**src/rtl/uart_tx_frame_arbiter_pkg.sv**
```systemverilog
// Framing bytes shared with the RX decoder, frame size limit and FSM encodings
// used by the UART tx frame arbiter and its byte sender.
package uart_tx_frame_arbiter_pkg;

  localparam int         MAXBYTES = 4;
  localparam logic [7:0] SP_SYNC  = 8'h7E;
  localparam logic [7:0] SP_ESC   = 8'hFE;
  localparam logic [7:0] SP_END   = 8'h03;

  typedef enum logic [2:0] {IDLE, SYNC, BCNT, DATA, ESC, END, DONE} frameState_t;

  typedef enum logic [1:0] {S_IDLE, LOAD, WAIT_BUSY, WAIT_DONE} sendState_t;

endpackage

```
**src/rtl/uart_tx_byte_sender.sv**
```systemverilog
// One-byte UART handshake: ld_tx_data the cycle after start, then wait for tx_empty low/high.
// done when tx_empty returns; tout if the wait exceeds TX_TOUT cycles.
module uart_tx_byte_sender #(
  parameter int TX_TOUT = 1000
) (
  input  logic       ct_rxclk,
  input  logic       reset,
  input  logic       start,
  input  logic [7:0] txByte,
  output logic       done,
  output logic       tout,
  input  logic       tx_empty,
  output logic       ld_tx_data,
  output logic [7:0] tx_data
);
  import uart_tx_frame_arbiter_pkg::*;

  localparam int CW = $clog2(TX_TOUT + 1);

  sendState_t    state, stateNext;
  logic [CW-1:0] cnt;
  logic [7:0]    byteReg;
  logic          cntLast;

  assign cntLast = (cnt == CW'(TX_TOUT - 1));

  always_comb begin
    stateNext = state;
    done      = 1'b0;
    tout      = 1'b0;
    case (state)
      S_IDLE:    if (start) stateNext = LOAD;
      LOAD:      stateNext = WAIT_BUSY;
      WAIT_BUSY: begin
        if (cntLast) begin
          tout      = 1'b1;
          stateNext = S_IDLE;
        end else if (!tx_empty) begin
          stateNext = WAIT_DONE;
        end
      end
      WAIT_DONE: begin
        if (tx_empty) begin
          done      = 1'b1;
          stateNext = S_IDLE;
        end else if (cntLast) begin
          tout      = 1'b1;
          stateNext = S_IDLE;
        end
      end
      default:   stateNext = S_IDLE;
    endcase
  end

  always_ff @(posedge ct_rxclk or negedge reset) begin
    if (!reset) begin
      state   <= S_IDLE;
      cnt     <= '0;
      byteReg <= '0;
    end else begin
      state <= stateNext;
      if (state == S_IDLE && start) byteReg <= txByte;
      // Budget covers both wait phases of one byte.
      if (state == LOAD) cnt <= '0;
      else if (state == WAIT_BUSY || state == WAIT_DONE) cnt <= cnt + CW'(1);
    end
  end

  assign ld_tx_data = (state == LOAD);
  assign tx_data    = ld_tx_data ? byteReg : 8'h00;

endmodule

```
**src/rtl/uart_tx_frame_arbiter.sv**
```systemverilog
// Shares one UART tx between two requesters, framing each message as SYNC,BCNT,escaped data,END.
// First load two cycles after a sampled request; each byte waits on tx_empty, aborting after TX_TOUT.
module uart_tx_frame_arbiter #(
  parameter int         MAXBYTES = uart_tx_frame_arbiter_pkg::MAXBYTES,
  parameter int         TX_TOUT  = 1000,
  parameter logic [7:0] SP_SYNC  = uart_tx_frame_arbiter_pkg::SP_SYNC,
  parameter logic [7:0] SP_ESC   = uart_tx_frame_arbiter_pkg::SP_ESC,
  parameter logic [7:0] SP_END   = uart_tx_frame_arbiter_pkg::SP_END
) (
  input  logic                  ct_rxclk,
  input  logic                  reset,
  input  logic [1:0]            req,
  input  logic [8*MAXBYTES-1:0] msg0,
  input  logic [2:0]            len0,
  input  logic [8*MAXBYTES-1:0] msg1,
  input  logic [2:0]            len1,
  output logic [1:0]            ack,
  output logic                  err,
  input  logic                  tx_empty,
  output logic                  ld_tx_data,
  output logic [7:0]            tx_data,
  output logic                  tx_enable,
  output logic                  busy,
  output logic                  grant
);
  import uart_tx_frame_arbiter_pkg::*;

  frameState_t           state, stateNext;
  logic                  gnt, lastGrant, errReg, inFlight;
  logic [8*MAXBYTES-1:0] msgSh;
  logic [2:0]            lenReg, idx, selLen;
  logic                  gSel, grantNow, lenBad, lastByte, emitting;
  logic                  curSpecial, nextSpecial;
  logic [7:0]            curByte, nextByte, txByte;
  logic                  start, done, tout;

  always_comb begin
    gSel = 1'b0;
    if (req == 2'b10)      gSel = 1'b1;
    else if (req == 2'b11) gSel = ~lastGrant;
  end

  assign grantNow    = (state == IDLE) && tx_empty && (req != 2'b00);
  assign selLen      = gSel ? len1 : len0;
  assign lenBad      = (selLen == 3'd0) || (int'(selLen) > MAXBYTES);
  assign curByte     = msgSh[8*MAXBYTES-1 -: 8];
  assign nextByte    = msgSh[8*MAXBYTES-9 -: 8];
  assign curSpecial  = (curByte == SP_SYNC) || (curByte == SP_ESC);
  assign nextSpecial = (nextByte == SP_SYNC) || (nextByte == SP_ESC);
  assign lastByte    = (idx == lenReg - 3'd1);
  assign emitting    = state inside {SYNC, BCNT, ESC, DATA, END};
  assign start       = emitting && !inFlight;

  always_comb begin
    stateNext = state;
    txByte    = 8'h00;
    case (state)
      IDLE: if (grantNow) stateNext = lenBad ? DONE : SYNC;
      SYNC: begin
        txByte = SP_SYNC;
        if (done) stateNext = BCNT;
      end
      BCNT: begin
        txByte = {5'b0, lenReg};
        if (done) stateNext = curSpecial ? ESC : DATA;
      end
      ESC: begin
        txByte = SP_ESC;
        if (done) stateNext = DATA;
      end
      DATA: begin
        txByte = curByte;
        if (done) stateNext = lastByte ? END : (nextSpecial ? ESC : DATA);
      end
      END: begin
        txByte = SP_END;
        if (done) stateNext = DONE;
      end
      DONE:    stateNext = IDLE;
      default: stateNext = IDLE;
    endcase
    if (tout) stateNext = DONE;
  end

  always_ff @(posedge ct_rxclk or negedge reset) begin
    if (!reset) begin
      state     <= IDLE;
      gnt       <= 1'b0;
      lastGrant <= 1'b1;
      msgSh     <= '0;
      lenReg    <= '0;
      idx       <= '0;
      errReg    <= 1'b0;
      inFlight  <= 1'b0;
    end else begin
      state <= stateNext;
      if (start) inFlight <= 1'b1;
      else if (done || tout) inFlight <= 1'b0;
      if (grantNow) begin
        gnt       <= gSel;
        lastGrant <= gSel;
        msgSh     <= gSel ? msg1 : msg0;
        lenReg    <= selLen;
        idx       <= '0;
        errReg    <= lenBad;
      end
      if (tout) errReg <= 1'b1;
      // Shift the payload so the current data byte is always at the top.
      if (state == DATA && done && !lastByte) begin
        idx   <= idx + 3'd1;
        msgSh <= msgSh << 8;
      end
    end
  end

  uart_tx_byte_sender #(.TX_TOUT(TX_TOUT)) u_sender (
    .ct_rxclk   (ct_rxclk),
    .reset      (reset),
    .start      (start),
    .txByte     (txByte),
    .done       (done),
    .tout       (tout),
    .tx_empty   (tx_empty),
    .ld_tx_data (ld_tx_data),
    .tx_data    (tx_data)
  );

  assign ack       = (state == DONE) ? (gnt ? 2'b10 : 2'b01) : 2'b00;
  assign err       = (state == DONE) && errReg;
  assign busy      = (state != IDLE) && (state != DONE);
  assign tx_enable = busy;
  assign grant     = gnt;

endmodule
```
**config.mk**
```make
export PLATFORM = sky130hd
export DESIGN_NAME = uart_tx_frame_arbiter
export DESIGN_NICKNAME = d
export VERILOG_FILES = /design/src/rtl/uart_tx_frame_arbiter_pkg.sv /design/src/rtl/uart_tx_byte_sender.sv /design/src/rtl/uart_tx_frame_arbiter.sv
export SDC_FILE = /design/constraint.sdc
export NUM_CORES = 1
export LEC_CHECK = 0
export BUFFER_PORTS_ARGS = -buffer_cell sky130_fd_sc_hd__buf_4
export CAP_MARGIN = 30
export CORE_ASPECT_RATIO = 0.5
export CORE_UTILIZATION = 58
export DETAILED_ROUTE_END_ITERATION = 8
export GPL_ROUTABILITY_DRIVEN = 1
export GPL_TIMING_DRIVEN = 1
export PLACE_DENSITY = 0.87
export SYNTH_ARGS = -nofsm -noshare
export SYNTH_HDL_FRONTEND = slang
export SYNTH_SLANG_ARGS = --single-unit
export TNS_END_PERCENT = 1
```
**constraint.sdc**
```tcl
create_clock -name ct_rxclk -period 5.8 [get_ports ct_rxclk]
set_input_delay 1.16 -clock ct_rxclk [delete_from_list [all_inputs] [get_ports ct_rxclk]]
set_output_delay 1.16 -clock ct_rxclk [all_outputs]
set_load 0.01 [all_outputs]
```
==> summary.md, run 1 <==
| Metric | Value |
|---|---|
| Count of endpoints failing setup in the final report | 0 |
| TritonCTS clock tree | yes |
| Cells after Synth | 392 |
| Power Dens Cells | 467 nW/um2 |
| HPWL after detailed placement | 6060 um |
| Setup crit end kind | output pin |
| Power share of the clock group | 27.6% |
| Cell variety after synth | 49 |
| Adder-cell share of the synthesized area | 1.39% |
| # IOs | 90 |
| Die area | 6570 um2 |
| Outcome | completed |
| Routability-driven placement congestion ratio | 0.827 |
| Fin area | 4590 um2 |
| ANT nets after route | 0 |
| Ys flop type | dfrtp_1 |
| Fin Clk Skew | 0.00674 ns |
| Xor/xnor cell area share of the yosys netlist | 2.35% |
| Core Box Area | 5730 um2 |
| Area taken by multi-input logic gates | 1830 um2 |
| Initial core utilization | 63.1% |
| Max incr delay on CP | 0.76 ns |
| Initial antenna violation count | 0 |
| Chip height | 57.8 um |
| Setup TNS | 0 ns |
| Clk slew on worst S/H paths | 0.05 ns |
| Syn Area/Cell | 9.22 um2 |
| Antenna Cells | 0 |
| Reg2reg setup slack | 3.28 ns |
| CP max FO | 22 |
| WP data required | 4.64 ns |
| Number of core rows | 19 |
| CTS Buffer Depth | 2 |
| Sw Ratio | 35.8% |
| Post-Route WL | 8870 um |
| Post_cts resized | 0 |
| Clock H-tree levels | 3 |
| Clock net sink count | 65 |
| Worst path cell trace | nor2b_1, or3_1, buf_4 |
| Highest clock rate | 330 MHz |
| Hold Crit Class | flop to flop |
| CP Launch Type | flop |
| Post CTS Setup Buffer Count | 0 |
| Vias per Instance | 5.88 |
| Gate power share | 34.1% |
| Maxcap violations | 0 |
| Clk_lat worst skew | 0.33 ns |
| RSZ-0062 raised after global routing | false |
| Worst Max-Slew Pin Slew | 0.812 ns |
| Vias in the first global route | 3,063 |
| First-pass GRT wire length | 14,500 um |
| Internal power | 1.38 mW |
| Post-DR wirelength/cell | 16.0 um |
| IO buf count | 89 |
| VDD IR max | 0.000188 V |
| CP delay by family, top | flip-flops |
| Max-slew violations | 0 |
| First-pass DRT Iterations | 5 |
| Post-synthesis mux area share | 4.22% |
| Area Overhead vs Synth | 27.1% |
| Largest family of logic cells by synthesized area | compound AO/OA/AOI/OAI gates |
| FF+latch area | 1630 um2 |
| NetSw | 0.769 mW |
| Relative slew slack | 45.9% |
| Post-synth EDFFs | 0 |
| Fin crit share | 52.2% |
| Seq cells post-synth | 65 |
| WP data arrival | 1.87 ns |
| Placed instance count | 539 |
| Via count | 3,266 |
| Post-synthesis compound-gate area fraction | 23.3% |
| Yosys top cell area share | 44.3% |
| Kind of critical path | flop to output pin |
| Total track usage | 28.9% |
| Largest net degree at the start of global routing | 66 |
| Iter 0 DRT Violations | 327 |
| Worst path slowest cell | dfrtp_1 |
| Static leakage | 2.20 nW |
| Synth area leaders | dfrtp_1 (44%), nand2_1 (8.8%), a221o_1 (6.6%) |
| Root Buffer | clkbuf_16 |
| Placed Area | 4260 um2 |
| Die width | 114 um |
| FILL cells | 354 |
| Simple-Gate Fraction of Synth Area | 19.2% |
| Layout cells sized above 1 | 25.1% |
| Minimum clock period | 3.03 ns |
| Area leader, netlist | dfrtp_1 |
| Buf+Inv Stages, Crit Path | 1 |
| # DRC | 0 |
| Final std cells w/o fill | 555 |
| Post-synthesis sequential area ratio | 45.0% |
| Post-CTS Hold Fix Bufs | 0 |
| Gr ovfl total | 0 |
| Ys async rst share | 100% |
| Hold Vio Cnt, Final | 0 |
| Net count, final | 545 |
| Yosys warns | 0 |
| Post-synthesis cell area | 3610 um2 |
| Total CTS buffers | 9 |
| Sequential power share | 38.2% |
| Net Count, Synth | 471 |
-- kinds of logic (layout without fill, tap and decap cells) --
family                     after synthesis  count (layout)
and+or+nand+nor                        150             150
xor gates and xnor gates                 8               8
adders and majority gates                4               4
buffers and inverters                   32             111
muxes                                   15              15
DFF                                     65              65
AOI/OAI and AO/OA                      118             118
-- flip-flops by register name (all words and copies together), names as in the netlist, 2 cells and up --
register and cells:
lenReg 3, u_sender.state 2, u_sender.byteReg 8, u_sender.cnt 10
state 3, idx 3, msgSh 32
-- per-stage QoR --
stage,power [mW],util [%],setup WS [ns],hold WS [ns]
finish,2.15,80.2,2.77,0.472
global route,2.26,80.2,2.70,0.484
CTS,2.14,80.2,2.79,0.470
detailed placement,1.54,74.4,3.05,0.454
global placement,1.49,74.2,2.90,0.444
floorplan,1.33,-,3.24,0.431
-- synth_stat cells, types with 6 or more instances --
| library cell | n |
|---|---|
| dfrtp_1 | 64 |
| clkbuf_1 | 16 |
| nor2_1 | 17 |
| nand2_1 | 85 |
| o21ai_0 | 21 |
| nor2b_1 | 6 |
| a22o_1 | 6 |
| a221o_1 | 24 |
| o22ai_1 | 11 |
| a21oi_1 | 31 |
| mux2i_1 | 13 |
| and2_1 | 9 |
-- power by group through the flow --
| stage | logic, mW | registers [mW] | clock network [mW] |
|---|---|---|---|
| finish | 0.733 | 0.821 | 0.593 |
| global placement | 0.687 | 0.804 | 0 |
| CTS | 0.730 | 0.812 | 0.595 |
| detailed placement | 0.720 | 0.817 | 0 |
| floorplan | 0.605 | 0.722 | 0 |
| global route | 0.809 | 0.840 | 0.613 |
-- per-layer routing --
layer	part of all wire (%)	vias up	wire, um	track usage, %
li1	-	1571	-	-
met1	45	1544	3990	37.7
met4	1.7	0	153	10.3
met5	0	-	0	0
met3	6.2	17	553	7.11
met2	47	134	4170	47.7
-- cells in the final DEF (no fill, tap or decap), types with 3 or more instances in the layout --
master	count
ha_1	4
a21oi_1	31
a22o_1	6
buf_4	90
nand3b_1	4
nand3_1	5
nor2_1	17
o22ai_1	11
inv_1	4
xnor2_1	5
a221o_1	24
a2bb2oi_1	3
nand2_1	85
clkbuf_16	9
nand4_1	5
nor3_1	3
mux2i_1	13
o21ai_0	21
dfrtp_1	64
and3_1	4
and2_1	9
nor2b_1	6
a22oi_1	5
-- path summary, 6_finish.rpt --
check / from / to / cells past startpoint
max: state[2]$_DFFE_PN0P_ / busy / 3
min: inFlight$_DFFE_PN0P_ / inFlight$_DFFE_PN0P_ / 1
max reg2reg: lenReg[0]$_DFFE_PN0P_ / idx[0]$_DFFE_PN0P_ / 6
min reg2reg: inFlight$_DFFE_PN0P_ / inFlight$_DFFE_PN0P_ / 1
max in group asynchronous: reset / msgSh[31]$_DFFE_PN0P_ / 1
min in group asynchronous: reset / u_sender.cnt[1]$_DFFE_PN0N_ / 1
-- cell type report --
type / instances / area share [%]
Multi-Input combinational cell: 295 / 39.8
Clock inverter: 6 / 1.96
Tap cell: 84 / 2.29
Sequential cell: 65 / 35.4
Timing Repair Buffer: 91 / 15.0
Inverter: 4 / 0.327
Clock buffer: 10 / 5.20
No activity file was read; power rests on OpenSTA's default activity.
==> inputs of run 2 (changes only) <==
--- a/config.mk
+++ b/config.mk
@@ -8,11 +8,11 @@
 export BUFFER_PORTS_ARGS = -buffer_cell sky130_fd_sc_hd__buf_4
 export CAP_MARGIN = 30
 export CORE_ASPECT_RATIO = 0.5
-export CORE_UTILIZATION = 58
+export CORE_UTILIZATION = 54
 export DETAILED_ROUTE_END_ITERATION = 8
 export GPL_ROUTABILITY_DRIVEN = 1
 export GPL_TIMING_DRIVEN = 1
-export PLACE_DENSITY = 0.87
+export PLACE_DENSITY = 0.82
 export SYNTH_ARGS = -nofsm -noshare
 export SYNTH_HDL_FRONTEND = slang
 export SYNTH_SLANG_ARGS = --single-unit
==> constraint.sdc (replaced) <==
create_clock -name ct_rxclk -period 3.13 [get_ports ct_rxclk]
set_input_delay 0.626 -clock ct_rxclk [delete_from_list [all_inputs] [get_ports ct_rxclk]]
set_output_delay 0.626 -clock ct_rxclk [all_outputs]
set_load 0.01 [all_outputs]
==> summary.md, run 2 (synthesis results as in run 1) <==
| Metric | Value |
|---|---|
| Outcome | completed |
| Setup crit end kind | output pin |
| Worst Max-Slew Pin Slew | 0.794 ns (-0.0181 ns) |
| Post_cts resized | 0 (unchanged) |
| Top Registers | msgSh x32, u_sender.cnt x10, u_sender.byteReg x8 |
| CP Launch Type | flop |
| First-pass DRT Iterations | 5 (unchanged) |
| Max incr delay on CP | 0.75 ns (about the same) |
| Die width | 118 um (+3.6%) |
| Total CTS buffers | 9 (unchanged) |
| Core Box Area | 6260 um2 (+9.2%) |
| Gr ovfl total | 0 (unchanged) |
| Layout cells sized above 1 | 24.9% (-0.11 points) |
| Setup TNS | 0 ns (unchanged) |
| Iter 0 DRT Violations | 266 (-19%) |
| Fin crit share | 79.6% |
| HPWL after detailed placement | 6310 um (+4.0%) |
| WP data required | 2.50 ns (-2.14 ns) |
| Post-DR wirelength/cell | 15.6 um (-2.3%) |
| RSZ-0062 raised after global routing | false |
| Total track usage | 26.5% (-2.4 points) |
| Relative slew slack | 47.1% (+1.2 points) |
| Commonest non-fill, non-tap cell in the layout | buf_4 |
| Initial core utilization | 57.8% (-5.3 points) |
| Initial antenna violation count | 0 (unchanged) |
| Crit path launch | state[2]$_DFFE_PN0P_ |
| Post-Route WL | 8770 um (-1.2%) |
| Clk slew on worst S/H paths | 0.05 ns (about the same) |
| Vias per Instance | 5.88 (about the same) |
| CTS Buffer Depth | 2 (unchanged) |
| Chip height | 59.8 um (+3.5%) |
| CP delay by family, top | flip-flops |
| Highest clock rate | 401 MHz |
| Worst path cell trace | nor2b_1, or3_1, buf_4 |
| # IOs | 90 (unchanged) |
| Placed Area | 4280 um2 (+0.38%) |
| Fin area | 4570 um2 (-0.49%) |
| Fin Clk Skew | 0.00619 ns (-0.000550 ns) |
| Post-CTS Hold Fix Bufs | 0 (unchanged) |
| Static leakage | 2.18 nW (-0.89%) |
| Area Overhead vs Synth | 26.5% |
| Post CTS Setup Buffer Count | 0 (unchanged) |
| Clk_lat worst skew | 0.33 ns (about the same) |
| Root Buffer | clkbuf_16 |
| Routability-driven placement congestion ratio | 0.800 (-3.3%) |
| ANT nets after route | 0 (unchanged) |
| Max-slew violations | 0 (unchanged) |
| Vias in the first global route | 2,983 (-2.6%) |
| Buf+Inv Stages, Crit Path | 1 (unchanged) |
| Largest net degree at the start of global routing | 66 (unchanged) |
| Kind of critical path | flop to output pin |
| Power Dens Cells | 841 nW/um2 (+80%) |
| Clock net sink count | 65 (unchanged) |
| Net count, final | 547 (+0.37%) |
| # DRC | 0 (unchanged) |
| Maxcap violations | 0 (unchanged) |
| CP max FO | 22 (unchanged) |
| Count of endpoints failing setup in the final report | 0 (unchanged) |
| Worst path slowest cell | dfrtp_1 |
| Via count | 3,300 (+1.0%) |
| IO buf count | 89 (unchanged) |
| WP data arrival | 1.87 ns (about the same) |
| Hold Vio Cnt, Final | 0 (unchanged) |
| Max FFs per register | 32 (unchanged) |
| Overall power | 3.84 mW (+79%) |
| First-pass GRT wire length | 14,300 um (-1.1%) |
| Antenna Cells | 0 (unchanged) |
| VDD IR max | 0.000349 V (+85%) |
| TritonCTS clock tree | yes |
| Reg2reg start | lenReg[0]$_DFFE_PN0P_ |
| Clock H-tree levels | 3 (unchanged) |
| Minimum clock period | 2.49 ns |
| Die area | 7040 um2 (+7.2%) |
| Hold Crit Class | input pin to async pin |
| Reg with most FFs | msgSh |
| Number of core rows | 20 (+1) |
| Commonest cells after routing, fill and taps aside | buf_4 (93), nand2_1 (85), dfrtp_1 (64), a21oi_1 (31), a221o_1 (24) |
## run 2: path summary, 6_finish.rpt
kind | end | slack (ns) | cells past startpoint
worst max-delay path | busy | 0.64 | 3
worst min-delay path | u_sender.cnt[2]$_DFFE_PN0N_ | 0.39 | 1
worst max register to register | idx[2]$_DFFE_PN0P_ | 0.69 | 7
worst min register to register | inFlight$_DFFE_PN0P_ | 0.47 | 1
max in group asynchronous | msgSh[10]$_DFFE_PN0P_ | 2.22 | 1
min in group ct_rxclk | inFlight$_DFFE_PN0P_ | 0.47 | 1
## run 2: layout make-up
type	instances	area, um2
Multi-Input combinational cell	295	1830
Inverter	4	15.0
Fill cell	446	1690
Clock inverter	5	57.6
Clock buffer	11	233
Sequential cell	65	1630
Tap cell	88	110
Timing Repair Buffer	93	698
## run 2: metrics by stage
step | instances | hold WS, ns | setup slack [ns] | utilization [%]
floorplan | 392 | 0.330 | 1.10 | -
global placement | 545 | 0.448 | 0.815 | 68.4
detailed placement | 545 | 0.463 | 0.706 | 68.4
CTS | 561 | 0.409 | 0.644 | 73.1
global route | 561 | 0.454 | 0.477 | 73.1
finish | 561 | 0.387 | 0.637 | 73.1
## run 2: routing by layer
| metal | up-vias | wire length [um] | part of all wire [%] | global-route usage (%) |
|---|---|---|---|---|
| met1 | 1585 | 3950 | 45 | 34.9 |
| met5 | - | 0 | 0 | 0 |
| li1 | 1578 | - | - | - |
| met4 | 0 | 102 | 1.2 | 8.97 |
| met2 | 124 | 4250 | 49 | 44.5 |
| met3 | 13 | 464 | 5.3 | 5.82 |
## run 2: report_power, final
part | switching, mW | internal (mW)
sequential | 0.357 | 1.16
clock | 0.357 | 0.615
combinational | 0.680 | 0.675
## run 2: worst register-to-register path: stages, from the launching register on
cell	delay, ns
dfrtp_1	0.38
inv_1	0.07
ha_1	0.30
xnor2_1	0.17
o311a_4	0.56
a21oi_4	0.59
o21ai_0	0.18
o21ai_0	0.10
==> inputs of run 3 (changes only) <==
==> constraint.sdc (replaced) <==
create_clock -name ct_rxclk -period 2.3 [get_ports ct_rxclk]
set_input_delay 0.46 -clock ct_rxclk [delete_from_list [all_inputs] [get_ports ct_rxclk]]
set_output_delay 0.46 -clock ct_rxclk [all_outputs]
set_load 0.01 [all_outputs]
==> summary.md, run 3 (synthesis results as in run 1) <==
| Metric | Value |
|---|---|
| Reg with most FFs | msgSh |
| RR Endpoint | msgSh[31]$_DFFE_PN0P_ |
| Reg2reg setup slack | 0.10 ns (-0.59 ns) |
| Die width | 118 um (unchanged) |
| First-pass GRT wire length | 15,100 um (+5.5%) |
| Post-CTS Hold Fix Bufs | 0 (unchanged) |
| Power Dens Cells | 1130 nW/um2 (+35%) |
| Core Box Area | 6260 um2 (unchanged) |
| ANT nets after route | 0 (unchanged) |
| Die area | 7040 um2 (unchanged) |
| Clock H-tree levels | 3 (unchanged) |
| IO buf count | 89 (unchanged) |
| Hold Vio Cnt, Final | 0 (unchanged) |
| Post-DR wirelength/cell | 16.4 um (+4.7%) |
| Clk slew on worst S/H paths | 0.05 ns (about the same) |
| Minimum clock period | 2.22 ns |
| Met3 Resource Use GR | 5.73% (-0.095 points) |
| Commonest cells after routing, fill and taps aside | buf_4 (101), nand2_1 (85), dfrtp_1 (64), a21oi_1 (31), a221o_1 (24) |
| Antenna Cells | 0 (unchanged) |
| Iter 0 DRT Violations | 214 (-20%) |
| HPWL after detailed placement | 6760 um (+7.2%) |
| Post CTS Setup Buffer Count | 0 (unchanged) |
| Layout cells sized above 1 | 26.4% (+1.5 points) |
| WP data required | 1.84 ns (-0.66 ns) |
| Area Overhead vs Synth | 27.4% |
| Commonest non-fill, non-tap cell in the layout | buf_4 |
| Clk_lat worst skew | 0.32 ns (about the same) |
| Top Usage Layer GRT | met2 |
| Initial antenna violation count | 0 (unchanged) |
| Fin crit share | 96.6% |
| Net count, final | 555 (+1.5%) |
| Vias per Instance | 5.83 (-0.81%) |
| Number of core rows | 20 (unchanged) |
| Gr ovfl total | 0 (unchanged) |
| Worst Max-Slew Pin Slew | 0.814 ns (+0.0205 ns) |
| Post-Route WL | 9310 um (+6.2%) |
| Root Buffer | clkbuf_16 |
| Chip height | 59.8 um (unchanged) |
| Highest clock rate | 450 MHz |
| CP max FO | 13 (-41%) |
| First-pass DRT Iterations | 5 (unchanged) |
| Setup TNS | 0 ns (unchanged) |
| CTS Buffer Depth | 2 (unchanged) |
| Reg2reg start | lenReg[0]$_DFFE_PN0P_ |
| Static leakage | 2.21 nW (+1.6%) |
| GRT met1 Usage | 35.8% (+0.89 points) |
| Kind of critical path | flop to output pin |
| Max-slew violations | 0 (unchanged) |
| Relative slew slack | 45.7% (-1.4 points) |
| Total CTS buffers | 9 (unchanged) |
| Fin Clk Skew | 0.00535 ns (-0.000843 ns) |
| Vias in the first global route | 3,110 (+4.3%) |
| TritonCTS clock tree | yes |
| Setup crit end kind | output pin |
| Count of endpoints failing setup in the final report | 0 (unchanged) |
| Worst R2R Path Depth | 6 (-1) |
| # DRC | 0 (unchanged) |
| Initial core utilization | 57.8% (unchanged) |
| Outcome | completed |
| Met2 Usage GRT | 48.2% (+3.7 points) |
| # IOs | 90 (unchanged) |
| Max FFs per register | 32 (unchanged) |
| Final std cells w/o fill | 569 (+1.4%) |
| Maxcap violations | 0 (unchanged) |
| Total track usage | 27.8% (+1.3 points) |
| CP Launch Type | flop |
| Placed instance count | 553 (+1.5%) |
| VDD IR max | 0.000435 V (+25%) |
| Clock net sink count | 65 (unchanged) |
| Via count | 3,320 (+0.61%) |
| Hold Crit Class | input pin to async pin |
| WP data arrival | 1.76 ns (-0.11 ns) |
| Routability-driven placement congestion ratio | 0.821 (+2.6%) |
| RSZ-0062 raised after global routing | false |
| Largest net degree at the start of global routing | 66 (unchanged) |
| Top Registers | msgSh x32, u_sender.cnt x10, u_sender.byteReg x8 |
==> run 3: cell count changes in the layout (fill, tap and decap cells not counted) <==
cell and delta:
clkinv_2 +3, clkbuf_1 -1, bufinv_16 -1, buf_4 +8
clkinvlp_4 -1
==> run 3: stage by stage <==
step | area (um2) | hold slack (ns) | setup slack, ns | util [%] | total power, mW
after floorplan | 3610 | 0.164 | 0.337 | - | 3.34
after global placement | 4340 | 0.449 | 0.244 | 69.4 | 3.83
after detailed placement | 4340 | 0.462 | 0.173 | 69.4 | 3.97
after CTS | 4600 | 0.262 | 0.0756 | 73.6 | 5.22
after global routing | 4600 | 0.293 | 0.0147 | 73.6 | 5.55
final | 4600 | 0.238 | 0.0777 | 73.6 | 5.21
==> run 3: what timing repair did <==
action	CTS	global route
hold endpoints to repair	0	0
setup endpoints to repair	0	1
gates resized for setup	0	0
==> run 3: where the power goes <==
| part | internal, mW | total (mW) | switching (mW) | leakage [nW] |
|---|---|---|---|---|
| combinational | 0.973 | 2.02 | 1.05 | 1.25 |
| sequential | 1.58 | 1.99 | 0.408 | 0.833 |
| clock | 0.720 | 1.20 | 0.481 | 0.128 |
==> run 3: final cells by class <==
| cell class | instances | area, um2 |
|---|---|---|
| Multi-Input combinational cell | 295 | 1830 |
| Timing Repair Buffer | 101 | 758 |
| Fill cell | 465 | 1650 |
| Clock buffer | 10 | 229 |
| Clock inverter | 6 | 35.0 |
| Tap cell | 88 | 110 |
| Sequential cell | 65 | 1630 |
| Inverter | 4 | 15.0 |
==> run 3: worst max-delay path by stage <==
stage,startpoint,endpoint,cells after the start
final,state[2]$_DFFE_PN0P_,busy,4
after global routing,lenReg[0]$_DFFE_PN0P_,msgSh[31]$_DFFE_PN0P_,6
after CTS,state[2]$_DFFE_PN0P_,busy,4
after detailed placement,lenReg[0]$_DFFE_PN0P_,msgSh[14]$_DFFE_PN0P_,6
after global placement,lenReg[0]$_DFFE_PN0P_,msgSh[13]$_DFFE_PN0P_,6
after floorplan,lenReg[0]$_DFFE_PN0P_,msgSh[30]$_DFFE_PN0P_,7
==> run 3: per-layer routing <==
metal / vias up / part of all wire [%] / wire length [um]
met4: 0 / 1.5 / 136
met2: 140 / 49 / 4600
li1: 1594 / - / -
met3: 13 / 6.4 / 594
met5: - / 0 / 0
met1: 1573 / 43 / 3970
==> run 3: worst max-delay path, cell delays in order, from the launching register on <==
cell,delay [ns]
dfrtp_1,0.49
buf_4,0.23
nor2b_1,0.15
or3_1,0.41
buf_4,0.17
